File: src/rtl/mem_arbiter.sv
// mem_arbiter
// Arbitrates one shared single-port memory between an instruction-fetch port
// (read-only) and a load/store data port.
//
// Ports
//   clk, rstn                       clock, asynchronous active-low reset
//   i_req, i_addr                   fetch request and word address
//   i_rdata, i_done                 fetch read data, one-cycle completion pulse
//   d_req, d_we, d_be, d_addr,      load/store request and fields
//   d_wdata
//   d_rdata, d_done                 load/store read data, one-cycle completion pulse
//   m_req, m_we, m_be, m_addr,      memory request towards the shared memory
//   m_wdata
//   m_rdata, m_ack                  memory read data and acknowledge
//   err                             one-cycle pulse, coincident with x_done, on a timed-out access
//   dbg_state                       current FSM state, for observation only
//
// Handshake: a requester raises x_req with its fields and holds all of them
// stable until it sees its x_done pulse. The arbiter samples the fields only
// at grant. Towards memory, m_req and its fields stay stable until m_ack is
// sampled high (or the access times out); m_ack is ignored whenever m_req is low.

module mem_arbiter #(
  parameter int STARVE_MAX = 4,
  parameter int TIMEOUT    = 255
) (
  input  logic        clk,
  input  logic        rstn,
  // instruction-fetch port
  input  logic        i_req,
  input  logic [31:0] i_addr,
  output logic [31:0] i_rdata,
  output logic        i_done,
  // load/store port
  input  logic        d_req,
  input  logic        d_we,
  input  logic [3:0]  d_be,
  input  logic [31:0] d_addr,
  input  logic [31:0] d_wdata,
  output logic [31:0] d_rdata,
  output logic        d_done,
  // shared memory
  output logic        m_req,
  output logic        m_we,
  output logic [3:0]  m_be,
  output logic [31:0] m_addr,
  output logic [31:0] m_wdata,
  input  logic [31:0] m_rdata,
  input  logic        m_ack,
  // status
  output logic        err,
  output logic [1:0]  dbg_state
);

  typedef enum logic [1:0] {
    IDLE   = 2'd0,
    BUSY_I = 2'd1,
    BUSY_D = 2'd2,
    DONE   = 2'd3
  } state_e;

  localparam int SW = (STARVE_MAX < 1) ? 1 : $clog2(STARVE_MAX + 1);
  localparam logic [SW-1:0] STARVE_LIM = SW'(STARVE_MAX);
  // Timeout fires in the BUSY cycle whose increment would make wait_cnt reach
  // TIMEOUT, so m_req is high for exactly TIMEOUT cycles.
  localparam logic [7:0]    WAIT_LAST  = 8'(TIMEOUT - 1);

  state_e         state_q;
  logic [SW-1:0]  starve_q;
  logic [SW-1:0]  starve_d;
  logic [7:0]     wait_q;
  logic           m_req_q;
  logic           m_we_q;
  logic [3:0]     m_be_q;
  logic [31:0]    m_addr_q;
  logic [31:0]    m_wdata_q;
  logic [31:0]    i_rdata_q;
  logic [31:0]    d_rdata_q;
  logic           i_done_q;
  logic           d_done_q;
  logic           err_q;
  logic           fetch_win;

  // Data has priority; fetch wins only when data has starved it STARVE_MAX times.
  always_comb begin
    fetch_win = i_req && (!d_req || (starve_q == STARVE_LIM));
    starve_d  = starve_q;
    if (fetch_win) begin
      starve_d = '0;
    end else if (i_req) begin
      starve_d = (starve_q == STARVE_LIM) ? STARVE_LIM : starve_q + 1'b1;
    end else begin
      starve_d = '0;
    end
  end

  always_ff @(posedge clk or negedge rstn) begin
    if (!rstn) begin
      state_q   <= IDLE;
      starve_q  <= '0;
      wait_q    <= '0;
      m_req_q   <= 1'b0;
      m_we_q    <= 1'b0;
      m_be_q    <= '0;
      m_addr_q  <= '0;
      m_wdata_q <= '0;
      i_rdata_q <= '0;
      d_rdata_q <= '0;
      i_done_q  <= 1'b0;
      d_done_q  <= 1'b0;
      err_q     <= 1'b0;
    end else begin
      // completion and error flags are single-cycle pulses
      i_done_q <= 1'b0;
      d_done_q <= 1'b0;
      err_q    <= 1'b0;
      case (state_q)
        IDLE: begin
          if (i_req || d_req) begin
            wait_q   <= '0;
            m_req_q  <= 1'b1;
            starve_q <= starve_d;
            if (fetch_win) begin
              state_q   <= BUSY_I;
              m_we_q    <= 1'b0;
              m_be_q    <= 4'hF;
              m_addr_q  <= i_addr;
              m_wdata_q <= '0;
            end else begin
              state_q   <= BUSY_D;
              m_we_q    <= d_we;
              m_be_q    <= d_be;
              m_addr_q  <= d_addr;
              m_wdata_q <= d_wdata;
            end
          end
        end
        BUSY_I, BUSY_D: begin
          // an ack in the timeout cycle still completes normally
          if (m_ack) begin
            m_req_q <= 1'b0;
            state_q <= DONE;
            if (state_q == BUSY_I) begin
              i_rdata_q <= m_rdata;
              i_done_q  <= 1'b1;
            end else begin
              d_rdata_q <= m_rdata;
              d_done_q  <= 1'b1;
            end
          end else if (wait_q == WAIT_LAST) begin
            m_req_q <= 1'b0;
            state_q <= DONE;
            wait_q  <= wait_q + 8'd1;
            err_q   <= 1'b1;
            if (state_q == BUSY_I) begin
              i_rdata_q <= '0;
              i_done_q  <= 1'b1;
            end else begin
              d_rdata_q <= '0;
              d_done_q  <= 1'b1;
            end
          end else begin
            wait_q <= wait_q + 8'd1;
          end
        end
        DONE: begin
          // never grants here, so a req still high during done is not re-served
          state_q <= IDLE;
        end
        default: state_q <= IDLE;
      endcase
    end
  end

  assign m_req     = m_req_q;
  assign m_we      = m_we_q;
  assign m_be      = m_be_q;
  assign m_addr    = m_addr_q;
  assign m_wdata   = m_wdata_q;
  assign i_rdata   = i_rdata_q;
  assign d_rdata   = d_rdata_q;
  assign i_done    = i_done_q;
  assign d_done    = d_done_q;
  assign err       = err_q;
  assign dbg_state = state_q;

endmodule
File: config.mk
export PLATFORM = sky130hd
export DESIGN_NAME = mem_arbiter
export DESIGN_NICKNAME = d
export VERILOG_FILES = /design/src/rtl/mem_arbiter.sv
export SDC_FILE = /design/constraint.sdc
export NUM_CORES = 1
export LEC_CHECK = 0
export BUFFER_PORTS_ARGS = -buffer_cell sky130_fd_sc_hd__buf_4
export CORE_AREA = 3 3 125 127
export DETAILED_ROUTE_END_ITERATION = 6
export DIE_AREA = 0 0 128 130
export HOLD_SLACK_MARGIN = 0.1
export PLACE_DENSITY = 0.75
export SETUP_SLACK_MARGIN = 0.1
export SLEW_MARGIN = 20
export SYNTH_ARGS = -nofsm -noshare
export SYNTH_HDL_FRONTEND = slang
export SYNTH_SLANG_ARGS = --single-unit
File: constraint.sdc
create_clock -name clk -period 1.8 [get_ports clk]
set_input_delay 0.09 -clock clk [delete_from_list [all_inputs] [get_ports clk]]
set_output_delay 0.09 -clock clk [all_outputs]
set_load 0.01 [all_outputs]
**After elaboration in Yosys (flattened, before gate mapping)**

Cells that the tools add are included.

- Register bits after elaboration: 150
- Word-level logic and storage cells: 76
- Output and inout bits: 139

- $add $sub $neg: 2
- Reductions and logical operators: 14
- Bitwise logic cells: 1
- Mux-type cells: 38
- Equal/unequal tests: 8

Operators with widths:

| operator | count |
|---|---|
| 32-bit 2-to-1 mux | 10 |
| 8-bit 2-to-1 mux | 2 |
| 8-bit case mux with 2 select lines | 1 |
| 1-bit 2-to-1 mux | 15 |
| 3-bit AND reduction | 4 |
| 3-bit 2-to-1 mux | 3 |
| 8-bit by 1-bit adder with 8-bit output, second input constant | 1 |
| 8-bit == test, second input constant | 1 |
| 2-bit 2-to-1 mux | 4 |
| 2-bit case mux with 3 select lines | 1 |
| 2-bit == test, second input constant | 2 |
| 4-bit 2-to-1 mux | 1 |
| 2-bit inequality test, second input constant | 2 |
| 2-bit AND reduction | 2 |
| 2-bit nonzero test | 2 |
| 3-bit by 1-bit adder with 3-bit output, second input constant | 1 |
| 3-bit == test, second input constant | 1 |
| 3-bit inequality test, second input constant | 1 |
| 2-bit by 1-bit == test with 1-bit output, second input constant | 1 |
| 2-bit zero test | 1 |
| 1-bit logical OR | 2 |
| 1-bit case mux with 2 select lines | 1 |
| 2-bit OR reduction | 1 |
| 1-bit logical AND | 1 |
| 2 further kinds | 2 |

**Longest topological paths before layout**

Gate-level depths: netlist (run 1).

- Depth after elaboration: 6
- Gate-level depth with buffers: 9
- Mapped depth without buffers: 6

**Worst setup path after synthesis (run 1)**

Ideal clock, no wire load.

- Kind: register to register
- From: register state_q[0] (netlist: dbg_state[0])
- To: register i_rdata_q[22] (netlist: i_rdata[22])
- Data required time: 1.678 ns
- Arrival: 1.709 ns
- Path slack: -0.031 ns
- Stages on the path, launching flop included: 9
- Cells stage by stage: dfrtp_1 inv_1 ha_1 buf_4 and2_1 clkbuf_1 nand2_1 clkbuf_1 a32o_1

- Word-level cells in the longest chain between the ends: 3
- Elaborated cells between the ends (all ways): 4

Ends and longest elaborated chain:

| what | line | RTL |
|---|---|---|
| start, declared | 68 | `state_e state_q;` |
| start signal, assigned | 99 | `state_q <= IDLE;` |
| start signal, assigned | 124 | `state_q <= BUSY_I;` |
| start signal, assigned | 130 | `state_q <= BUSY_D;` |
| 2-bit by 1-bit == test with 1-bit output or 2-bit == test (tied branches) | 117, 143, 155 |  |
| 2-bit OR reduction | 117 | `case (state_q)` |
| 3-bit AND reduction (no source line) * | - |  |
| end signal, assigned | 144 | `i_rdata_q <= m_rdata;` |
| end, declared | 77 | `logic [31:0] i_rdata_q;` |

Mark *: on every way between the ends. The rest lies on a longest branch, timed or not.
A chain may end at the register's enable or synchronous reset.

**Worst setup path after layout (run 1)**

- From: register state_q[1] (netlist: dbg_state[1])
- To: register state_q[0] (netlist: dbg_state[0])

- Word-level cells in the longest chain between the ends: 4
- Elaborated cells between the ends (all ways): 9

Ends and longest elaborated chain:

| what | line |
|---|---|
| 2-bit by 1-bit == test with 1-bit output or 2-bit == test (tied branches) | 117 |
| 2-bit OR reduction | 117 |
| 3-bit inequality test (no source line) | - |
| 2-bit AND reduction (no source line) | - |

Several ways; a longest one is shown, not always the timed one.

==> results_tabular.tex, run 1 <==
\begin{tabular}{lr}
\hline
Metric & Value \\
\hline
\multicolumn{2}{l}{\textbf{Status}} \\
\quad Outcome & finished clean \\
\multicolumn{2}{l}{\textbf{Drt}} \\
\quad DRC viols & 0 \\
\quad Via-per-instance ratio & between 5 and 6 \\
\quad Vias after detailed routing & between 6000 and 7000 \\
\quad Number of nets with antenna violations after detailed routing & 0 \\
\quad Met2 wirelength from detailed routing & 12200 um \\
\quad Violation count after the first detailed-routing iteration & between 400 and 500 \\
\quad Number of optimization iterations in the first detailed-route pass & 6 \\
\quad DR top layer & met4 \\
\quad Per-cell routed wire length & about 20 um \\
\quad DRT met1 WL & just over 8000 um \\
\quad Post-detailed-routing wire length & 22500 um \\
\quad Detailed-routed wire length on met3 & roughly 1100 um \\
\multicolumn{2}{l}{\textbf{Floorplan}} \\
\quad Height of the chip & approximately 130 um \\
\quad Ports & between 200 and 300 \\
\quad Horiz. Die Dim & between 100 and 150 um \\
\quad Full die area & 0.0166 mm2 \\
\quad Effective utilization at floorplan & 0.427 \\
\quad Core outline area & about 0.015 mm2 \\
\quad Rows & 44 \\
\multicolumn{2}{l}{\textbf{Cells and area}} \\
\quad Area overhead of the layout relative to synthesis & 73.0\% \\
\quad Total non-filler cell area in the finished layout & around 0.011 mm2 \\
\quad Final \#Nets & $\sim$1100 \\
\quad Layout cells sized above 1 & 0.370 \\
\quad Antenna Cells & 0 \\
\multicolumn{2}{l}{\textbf{Yosys}} \\
\quad Syn Nets & roughly 690 \\
\quad Fraction of registers with async set/reset & 1.00 \\
\quad Number of synthesized register bits & 150 \\
\quad Area share of the largest cell type after synthesis & 0.604 \\
\quad Mapped cell area & between 0.006 and 0.007 mm2 \\
\quad Most used DFF post-synth & sky130\_fd\_sc\_hd\_\_dfrtp\_1 \\
\quad Share of synthesized area occupied by flip-flops and latches & 0.604 \\
\quad Instance count of the mapped netlist & 548 \\
\quad Avg Cell Area, Syn & 11.3 um2 \\
\quad Dominant cell type by area after synthesis & sky130\_fd\_sc\_hd\_\_dfrtp\_1 \\
\quad Number of enable-type register cells in the synthesized netlist & 0 \\
\quad Main area contributors after synthesis & sky130\_fd\_sc\_hd\_\_dfrtp\_1, sky130\_fd\_sc\_hd\_\_a32o\_1, sky130\_fd\_sc\_hd\_\_nand2\_1, sky130\_fd\_sc\_hd\_\_o21ai\_0, sky130\_fd\_sc\_hd\_\_mux2i\_1 \\
\quad Number of different library cells in the post-synthesis netlist & 42 \\
\quad YS warnings & 0 \\
\multicolumn{2}{l}{\textbf{STA}} \\
\quad Final setup skew & $\sim$7.4 ps \\
\quad Number of pins exceeding their max-slew limit in the final report & 0 \\
\quad Final setup violating endpoints & 0 \\
\quad Unrepaired setup endpoints after global routing & yes \\
\quad Shortest clock period the worst path allows after layout & 1670 ps \\
\quad Final-layout setup total negative slack & 0 ps \\
\quad Final period util & 0.927 \\
\quad Relative slew margins & 0.567 \\
\quad Actual transition at the worst max-transition pin & around 650 ps \\
\quad Final hold violations & 0 \\
\quad F\_max & about 0.60 GHz \\
\multicolumn{2}{l}{\textbf{Power and ir drop}} \\
\quad Maximum VDD drop & 1.76 mV \\
\quad Leakage Power & about 5.3 nW \\
\quad Power per unit of standard cell area & around 1600 mW/mm2 \\
\multicolumn{2}{l}{\textbf{Hold path}} \\
\quad Hold Path Stages & 4 \\
\quad Min-Delay Startpoint & d\_req \\
\quad Worst Hold End & dbg\_state[1] \\
\quad Type of the worst min-delay path & input port to flop \\
\multicolumn{2}{l}{\textbf{CTS}} \\
\quad Cell at the root of the clock tree & sky130\_fd\_sc\_hd\_\_clkbuf\_16 \\
\quad Number of clock sinks & 150 \\
\quad Worst-skew pair later-pin latency & 410 ps \\
\quad Clock slew at the register clock pins of the worst setup and hold paths & approximately 60 ps \\
\quad CTS tree & yes \\
\quad H-tree levels & 4 \\
\quad Bufs on Longest Clock Path & 2 \\
\quad Total clock buffers created by CTS & 17 \\
\multicolumn{2}{l}{\textbf{Setup path}} \\
\quad Endpoint required time on the critical path & approximately 2100 ps \\
\quad CP max stage cell & sky130\_fd\_sc\_hd\_\_or3b\_4 \\
\quad Class of the most critical setup path & flop to flop \\
\quad Register-to-register path setup slack & around 130 ps \\
\quad Kind of launch point of the worst setup path & flop \\
\quad Top fanout value on the critical path & 8 \\
\quad Critical Path, Cell by Cell & inv\_2 -> ha\_4 -> or3b\_4 -> nand2\_1 -> a21oi\_1 -> a22o\_1 \\
\quad Beginning of the worst register-to-register path & dbg\_state[1] \\
\quad Endpoint type of the worst setup path & flop \\
\quad Crit path arrival time & 1960 ps \\
\quad Cell count of the worst reg-to-reg path & 6 \\
\quad Worst r2r dst & dbg\_state[0] \\
\quad Slowest stage delay, CP & 430 ps \\
\multicolumn{2}{l}{\textbf{GRT}} \\
\quad Total routing usage reported by global routing & 0.259 \\
\quad Remaining Overflow, GRT & 0 \\
\quad Number of antenna violations at the first check in global routing & 0 \\
\quad First-pass GRT wire length & approximately 34000 um \\
\quad Via count of the first global-routing pass & between 6000 and 7000 \\
\quad Pin count of the biggest net entering global routing & 142 \\
\multicolumn{2}{l}{\textbf{Flow run}} \\
\quad MaxCap Viol Count & 0 \\
\multicolumn{2}{l}{\textbf{Place}} \\
\quad Instance area after placement & roughly 0.0085 mm2 \\
\quad Hpwl dp & between 10000 and 15000 um \\
\quad IO buf count & $\sim$280 \\
\quad Final Wtd Congestion & $\sim$0.86 \\
\hline
\end{tabular}
## stage by stage
step | power (mW) | instances | worst slack (ps) | util | hold WS [ps]
detailed placement | 12.8 | 974 | 94.3 | 0.585 | 67.7
floorplan | 9.26 | 548 | 96.0 | - | -206
finish | 17.1 | 1153 | 132 | 0.740 | 177
CTS | 16.7 | 1141 | 79.9 | 0.721 | 198
global placement | 12.5 | 974 | 155 | 0.585 | 61.5
global route | 18.0 | 1153 | 65.4 | 0.740 | 192
## cells in the mapped netlist, types with 2 or more instances
cell type,number
sky130_fd_sc_hd__buf_6,2
sky130_fd_sc_hd__nand4_1,2
sky130_fd_sc_hd__a32o_1,65
sky130_fd_sc_hd__or4_1,2
sky130_fd_sc_hd__or3_1,2
sky130_fd_sc_hd__buf_4,5
sky130_fd_sc_hd__inv_1,9
sky130_fd_sc_hd__a21oi_1,4
sky130_fd_sc_hd__nor2_1,6
sky130_fd_sc_hd__clkbuf_1,30
sky130_fd_sc_hd__o31ai_1,2
sky130_fd_sc_hd__or2_2,2
sky130_fd_sc_hd__buf_2,10
sky130_fd_sc_hd__o21ai_1,6
sky130_fd_sc_hd__dfrtp_1,150
sky130_fd_sc_hd__mux2i_1,32
sky130_fd_sc_hd__ha_1,6
sky130_fd_sc_hd__a21o_1,2
sky130_fd_sc_hd__xor2_1,2
sky130_fd_sc_hd__nand2_1,117
sky130_fd_sc_hd__o21ai_0,68
sky130_fd_sc_hd__a22o_1,4
## worst max-delay path by stage
stage | start | endpoint
after CTS | starve_q[0] | m_addr[13]
after floorplan | dbg_state[0] | d_rdata[10]
after detailed placement | starve_q[0] | m_addr[13]
final | dbg_state[1] | dbg_state[0]
after global routing | dbg_state[1] | wait_q[7]
after global placement | starve_q[0] | m_addr[10]
## flip-flops by register name, indices dropped and copies added (netlist names)
name,count
m_req,1
m_addr,32
m_we,1
i_rdata,32
d_rdata,32
d_done,1
m_be,4
i_done,1
starve_q,3
dbg_state,2
m_wdata,32
wait_q,8
err,1
## report_power, final
group / internal, mW / leakage, nW / switching (mW) / total, mW
clock: 2.27 / 0.288 / 1.34 / 3.61
sequential: 4.88 / 1.89 / 0.950 / 5.83
combinational: 3.76 / 3.11 / 3.85 / 7.62
total: 10.9 / 5.29 / 6.14 / 17.1
## what timing repair did
| action | 4_1_cts | 5_1_grt |
|---|---|---|
| resized for setup | 0 | 54 |
| pin swaps | 0 | 4 |
| hold endpoints to repair | 288 | 0 |
| hold buffers | 137 | 0 |
| gates cloned | 0 | 6 |
| endpoints found under the setup margin | 2 | 135 |
| setup buffers | 0 | 6 |
## cells in the final DEF (no fill, tap or decap), types with 3 or more instances in the layout
master                          synthesis  layout
sky130_fd_sc_hd__buf_4                  5     283
sky130_fd_sc_hd__dfrtp_1              150     150
sky130_fd_sc_hd__dlygate4sd3_1          0     137
sky130_fd_sc_hd__nand2_1              117     114
sky130_fd_sc_hd__a32o_1                65      65
sky130_fd_sc_hd__o21ai_0               68      41
sky130_fd_sc_hd__o21ai_1                6      32
sky130_fd_sc_hd__mux2i_1               32      22
sky130_fd_sc_hd__clkbuf_16              0      22
sky130_fd_sc_hd__mux2i_2                0       8
sky130_fd_sc_hd__inv_1                  9       7
sky130_fd_sc_hd__nor2_1                 6       6
sky130_fd_sc_hd__buf_6                  2       6
sky130_fd_sc_hd__buf_12                 0       6
sky130_fd_sc_hd__a21oi_1                4       4
sky130_fd_sc_hd__a22o_1                 4       4
sky130_fd_sc_hd__ha_1                   6       4
sky130_fd_sc_hd__nand2_2                0       3
sky130_fd_sc_hd__bufinv_16              0       3
sky130_fd_sc_hd__clkbuf_8               0       3
## worst max-delay path, delay by kind of cell, from the launching register on
family	cells	cell delay (ps)
compound gates	2	310
flops	1	410
fa+ha+maj	1	190
simple gates	2	560
buf+inv	1	100
## cell families after synthesis
kind of cell,after synthesis,synth area share
XOR/XNOR,2,0.00282
AND/OR/NAND/NOR,144,0.101
AO/OA/AOI/OAI,158,0.187
flip-flops,150,0.604
multiplexers,32,0.0516
adder cells (fa/ha/maj),6,0.0121
buffers and inverters,56,0.0413
## layout make-up
class / count / area (um2)
multi-input combinational: 342 / 2320
inverter: 9 / 33.8
fill: 867 / 3780
tap: 184 / 230
clock inverter: 8 / 124
timing repair buffer: 438 / 3810
clock buffer: 22 / 474
sequential: 150 / 3750
## per-layer routing
metal,vias to the layer above,global-route usage
met5,-,0
met4,0,0.127
met3,81,0.0516
met1,3122,0.290
met2,274,0.474
li1,2805,-
Note: power is estimated with default switching activity, not from simulation.
==> inputs of run 2 (changes only) <==
- clock period: 1.8 -> 1.5 ns (I/O delays scaled with it)
==> run 2 against run 1 <==
The run now ends with negative setup slack left. First-iteration DRC count is 2.8% lower. Clock-buffer cell count is 4 lower. Die area is the same. Non-clock buffer count is 44 higher. Hold slack lost 32 ps. Final cell count rose by 4.2%. Via count increased by 10%. Clock skew is 4.8 ps higher. Setup slack got worse by 420 ps.
==> results_tabular.tex, run 2 (synthesized netlist as in run 1, its figures left out) <==
\begin{tabular}{lr}
\hline
Metric & Value \\
\hline
\multicolumn{2}{l}{\textbf{Cells and area}} \\
\quad Layout cells sized above 1 & 0.474 (was 0.370) \\
\quad Final \#Nets & 1146 (was 1102) \\
\quad Total non-filler cell area in the finished layout & 0.0118 mm2 (was 0.0107 mm2) \\
\quad Most common library cell in the layout ignoring fill and taps & sky130\_fd\_sc\_hd\_\_buf\_4 (unchanged) \\
\quad Commonest cells after routing, fill and taps aside & sky130\_fd\_sc\_hd\_\_buf\_4, sky130\_fd\_sc\_hd\_\_dfrtp\_1, sky130\_fd\_sc\_hd\_\_dlygate4sd3\_1 (unchanged) \\
\quad Area overhead of the layout relative to synthesis & 89.9\% (was 73.0\%) \\
\multicolumn{2}{l}{\textbf{Setup path}} \\
\quad Critical Path, Cell by Cell & inv\_2 -> ha\_4 -> nand2\_4 -> a21bo\_4 -> buf\_12 -> buf\_16 -> mux2i\_1 -> o21ai\_1 (was inv\_2 -> ha\_4 -> or3b\_4 -> nand2\_1 -> a21oi\_1 -> a22o\_1) \\
\quad Register-to-register path setup slack & -290 ps (was 130 ps) \\
\quad Kind of launch point of the worst setup path & flop (unchanged) \\
\quad Crit path arrival time & 2060 ps (was 1960 ps) \\
\quad Endpoint required time on the critical path & 1770 ps (was 2100 ps) \\
\quad Slowest stage delay, CP & 400 ps (was 430 ps) \\
\quad Beginning of the worst register-to-register path & starve\_q[0] (was dbg\_state[1]) \\
\quad CP max stage cell & sky130\_fd\_sc\_hd\_\_dfrtp\_1 (was sky130\_fd\_sc\_hd\_\_or3b\_4) \\
\quad Dominant delay contributor by cell family on the critical path & compound AO/OA/AOI/OAI gates (was simple AND/OR/NAND/NOR gates) \\
\quad Buffers and inverters on the worst path & 3 (was 1) \\
\quad Endpoint type of the worst setup path & flop (unchanged) \\
\quad Top fanout value on the critical path & 8 (unchanged) \\
\quad Class of the most critical setup path & flop to flop (unchanged) \\
\quad Worst r2r dst & m\_addr[16] (was dbg\_state[0]) \\
\quad Cell count of the worst reg-to-reg path & 8 (was 6) \\
\multicolumn{2}{l}{\textbf{CTS}} \\
\quad Bufs on Longest Clock Path & 2 (unchanged) \\
\quad Worst-skew pair later-pin latency & 420 ps (was 410 ps) \\
\quad CTS tree & yes (unchanged) \\
\quad Clock slew at the register clock pins of the worst setup and hold paths & 60 ps (about the same) \\
\quad Total clock buffers created by CTS & 17 (unchanged) \\
\quad Number of clock sinks & 150 (unchanged) \\
\quad Cell at the root of the clock tree & sky130\_fd\_sc\_hd\_\_clkbuf\_16 (unchanged) \\
\quad H-tree levels & 4 (unchanged) \\
\multicolumn{2}{l}{\textbf{Drt}} \\
\quad Violation count after the first detailed-routing iteration & 452 (was 465) \\
\quad Number of optimization iterations in the first detailed-route pass & 6 (unchanged) \\
\quad DRC viols & 0 (unchanged) \\
\quad Per-cell routed wire length & 23.1 um (was 19.5 um) \\
\quad Vias after detailed routing & 6919 (was 6282) \\
\quad Post-detailed-routing wire length & 27800 um (was 22500 um) \\
\quad Via-per-instance ratio & 5.76 (was 5.45) \\
\quad Number of nets with antenna violations after detailed routing & 0 (unchanged) \\
\multicolumn{2}{l}{\textbf{STA}} \\
\quad F\_max & 0.559 GHz (was 0.600 GHz) \\
\quad Shortest clock period the worst path allows after layout & 1790 ps (was 1670 ps) \\
\quad Final WS setup & -288 ps (was 132 ps) \\
\quad Final setup violating endpoints & 138 (was 0) \\
\quad Final setup skew & 12.1 ps (was 7.35 ps) \\
\quad Relative slew margins & 0.574 (was 0.567) \\
\quad Final period util & 1.19 (was 0.927) \\
\quad Number of pins exceeding their max-slew limit in the final report & 0 (unchanged) \\
\quad Unrepaired setup endpoints after global routing & yes (unchanged) \\
\quad Final hold violations & 0 (unchanged) \\
\quad Actual transition at the worst max-transition pin & 640 ps (was 650 ps) \\
\multicolumn{2}{l}{\textbf{GRT}} \\
\quad Number of antenna violations at the first check in global routing & 1 (was 0) \\
\quad Remaining Overflow, GRT & 0 (unchanged) \\
\quad First-pass GRT wire length & 36100 um (was 33800 um) \\
\quad Total routing usage reported by global routing & 0.276 (was 0.259) \\
\quad Pin count of the biggest net entering global routing & 65 (was 142) \\
\quad Via count of the first global-routing pass & 7060 (was 6425) \\
\multicolumn{2}{l}{\textbf{Power and ir drop}} \\
\quad Logic pwr share & 0.496 (was 0.446) \\
\quad Total internal power & 14.4 mW (was 10.9 mW) \\
\quad Power per unit of standard cell area & 1960 mW/mm2 (was 1590 mW/mm2) \\
\quad Fraction of power consumed by the clock network & 0.194 (was 0.212) \\
\quad Register share of total power & 0.310 (was 0.342) \\
\quad Switching share of power & 0.377 (was 0.360) \\
\quad Leakage Power & 5.79 nW (was 5.29 nW) \\
\quad Maximum VDD drop & 1.06 mV (was 1.76 mV) \\
\quad Net load switching power & 8.69 mW (was 6.14 mW) \\
\quad Final Total Pwr & 23.1 mW (was 17.1 mW) \\
\multicolumn{2}{l}{\textbf{Hold path}} \\
\quad Type of the worst min-delay path & input port to asynchronous set/reset pin (was input port to flop) \\
\multicolumn{2}{l}{\textbf{Floorplan}} \\
\quad Rows & 44 (unchanged) \\
\quad Height of the chip & 130 um (unchanged) \\
\quad Ports & 277 (unchanged) \\
\quad Full die area & 0.0166 mm2 (unchanged) \\
\quad Effective utilization at floorplan & 0.427 (unchanged) \\
\quad Core outline area & 0.0145 mm2 (unchanged) \\
\quad Horiz. Die Dim & 128 um (unchanged) \\
\multicolumn{2}{l}{\textbf{Status}} \\
\quad Outcome & finished with violations (was finished clean) \\
\quad Violations in the final reports & negative setup slack \\
\multicolumn{2}{l}{\textbf{Place}} \\
\quad Hpwl dp & 13200 um (was 12700 um) \\
\quad Instance area after placement & 0.00876 mm2 (was 0.00851 mm2) \\
\quad Final Wtd Congestion & 0.835 (was 0.862) \\
\quad IO buf count & 276 (unchanged) \\
\multicolumn{2}{l}{\textbf{Flow run}} \\
\quad MaxCap Viol Count & 0 (unchanged) \\
\hline
\end{tabular}
## run 2: changes by cell type in the layout (fill, tap and decap cells not counted), sizes merged
cell / change
buf: +38
clkbuf: +2
clkinv: +3
diode: +2
inv: +3
## run 2: per-layer routing
metal / track usage / up-vias / part of all wire
met4: 0.145 / 0 / 0.053
met2: 0.479 / 516 / 0.51
met5: 0 / - / 0
met1: 0.312 / 3386 / 0.34
li1: - / 2900 / -
met3: 0.0729 / 117 / 0.095
## run 2: stage by stage
stage / instances / setup slack [ps] / hold WS, ps / util / setup TNS (ps)
after floorplan: 548 / -191 / -221 / - / -7120
after global placement: 999 / -80.3 / -4.86 / 0.603 / -4460
after detailed placement: 999 / -138 / -4.15 / 0.603 / -11030
after CTS: 1173 / -83.5 / 135 / 0.755 / -4760
after global routing: 1200 / -316 / 169 / 0.811 / -17790
final: 1201 / -288 / 145 / 0.812 / -10820
## run 2: cell type report
cell class	instances	area, um2
flip-flops and latches	150	3750
fillers	726	2740
clock inverters	14	173
inverters	9	33.8
well taps	184	230
repair buffers	482	4480
clock buffers	18	439
diodes	2	5.00
multi-input cells	342	2680
## run 2: power groups by stage
stage          clock network, mW  registers [mW]  logic (mW)
2_1_floorplan                  0            7.63        3.83
6_report                    4.47            7.15        11.5
5_1_grt                     4.69            7.28        12.1
3_3_place_gp                   0            6.87        8.68
3_5_place_dp                   0            6.97        8.97
4_1_cts                     4.50            6.92        9.58
## run 2: worst max-delay path by stage
stage	cells past startpoint	slack, ps	from	endpoint
CTS	6	-80	dbg_state[0]	wait_q[7]
global placement	7	-80	starve_q[1]	m_addr[1]
detailed placement	6	-140	dbg_state[0]	wait_q[7]
floorplan	7	-190	dbg_state[0]	wait_q[7]
global route	8	-320	starve_q[0]	m_addr[16]
finish	8	-290	starve_q[0]	m_addr[16]
## run 2: what timing repair did
| action | 4_1_cts | 5_1_grt |
|---|---|---|
| setup endpoints to repair | 148 | 148 |
| endpoints found under the hold margin | 289 | 0 |
| setup buffers | 2 | 11 |
| pin swaps | 44 | 18 |
| resized for setup | 67 | 133 |
| cloned | 3 | 15 |
| hold buffers | 137 | 0 |
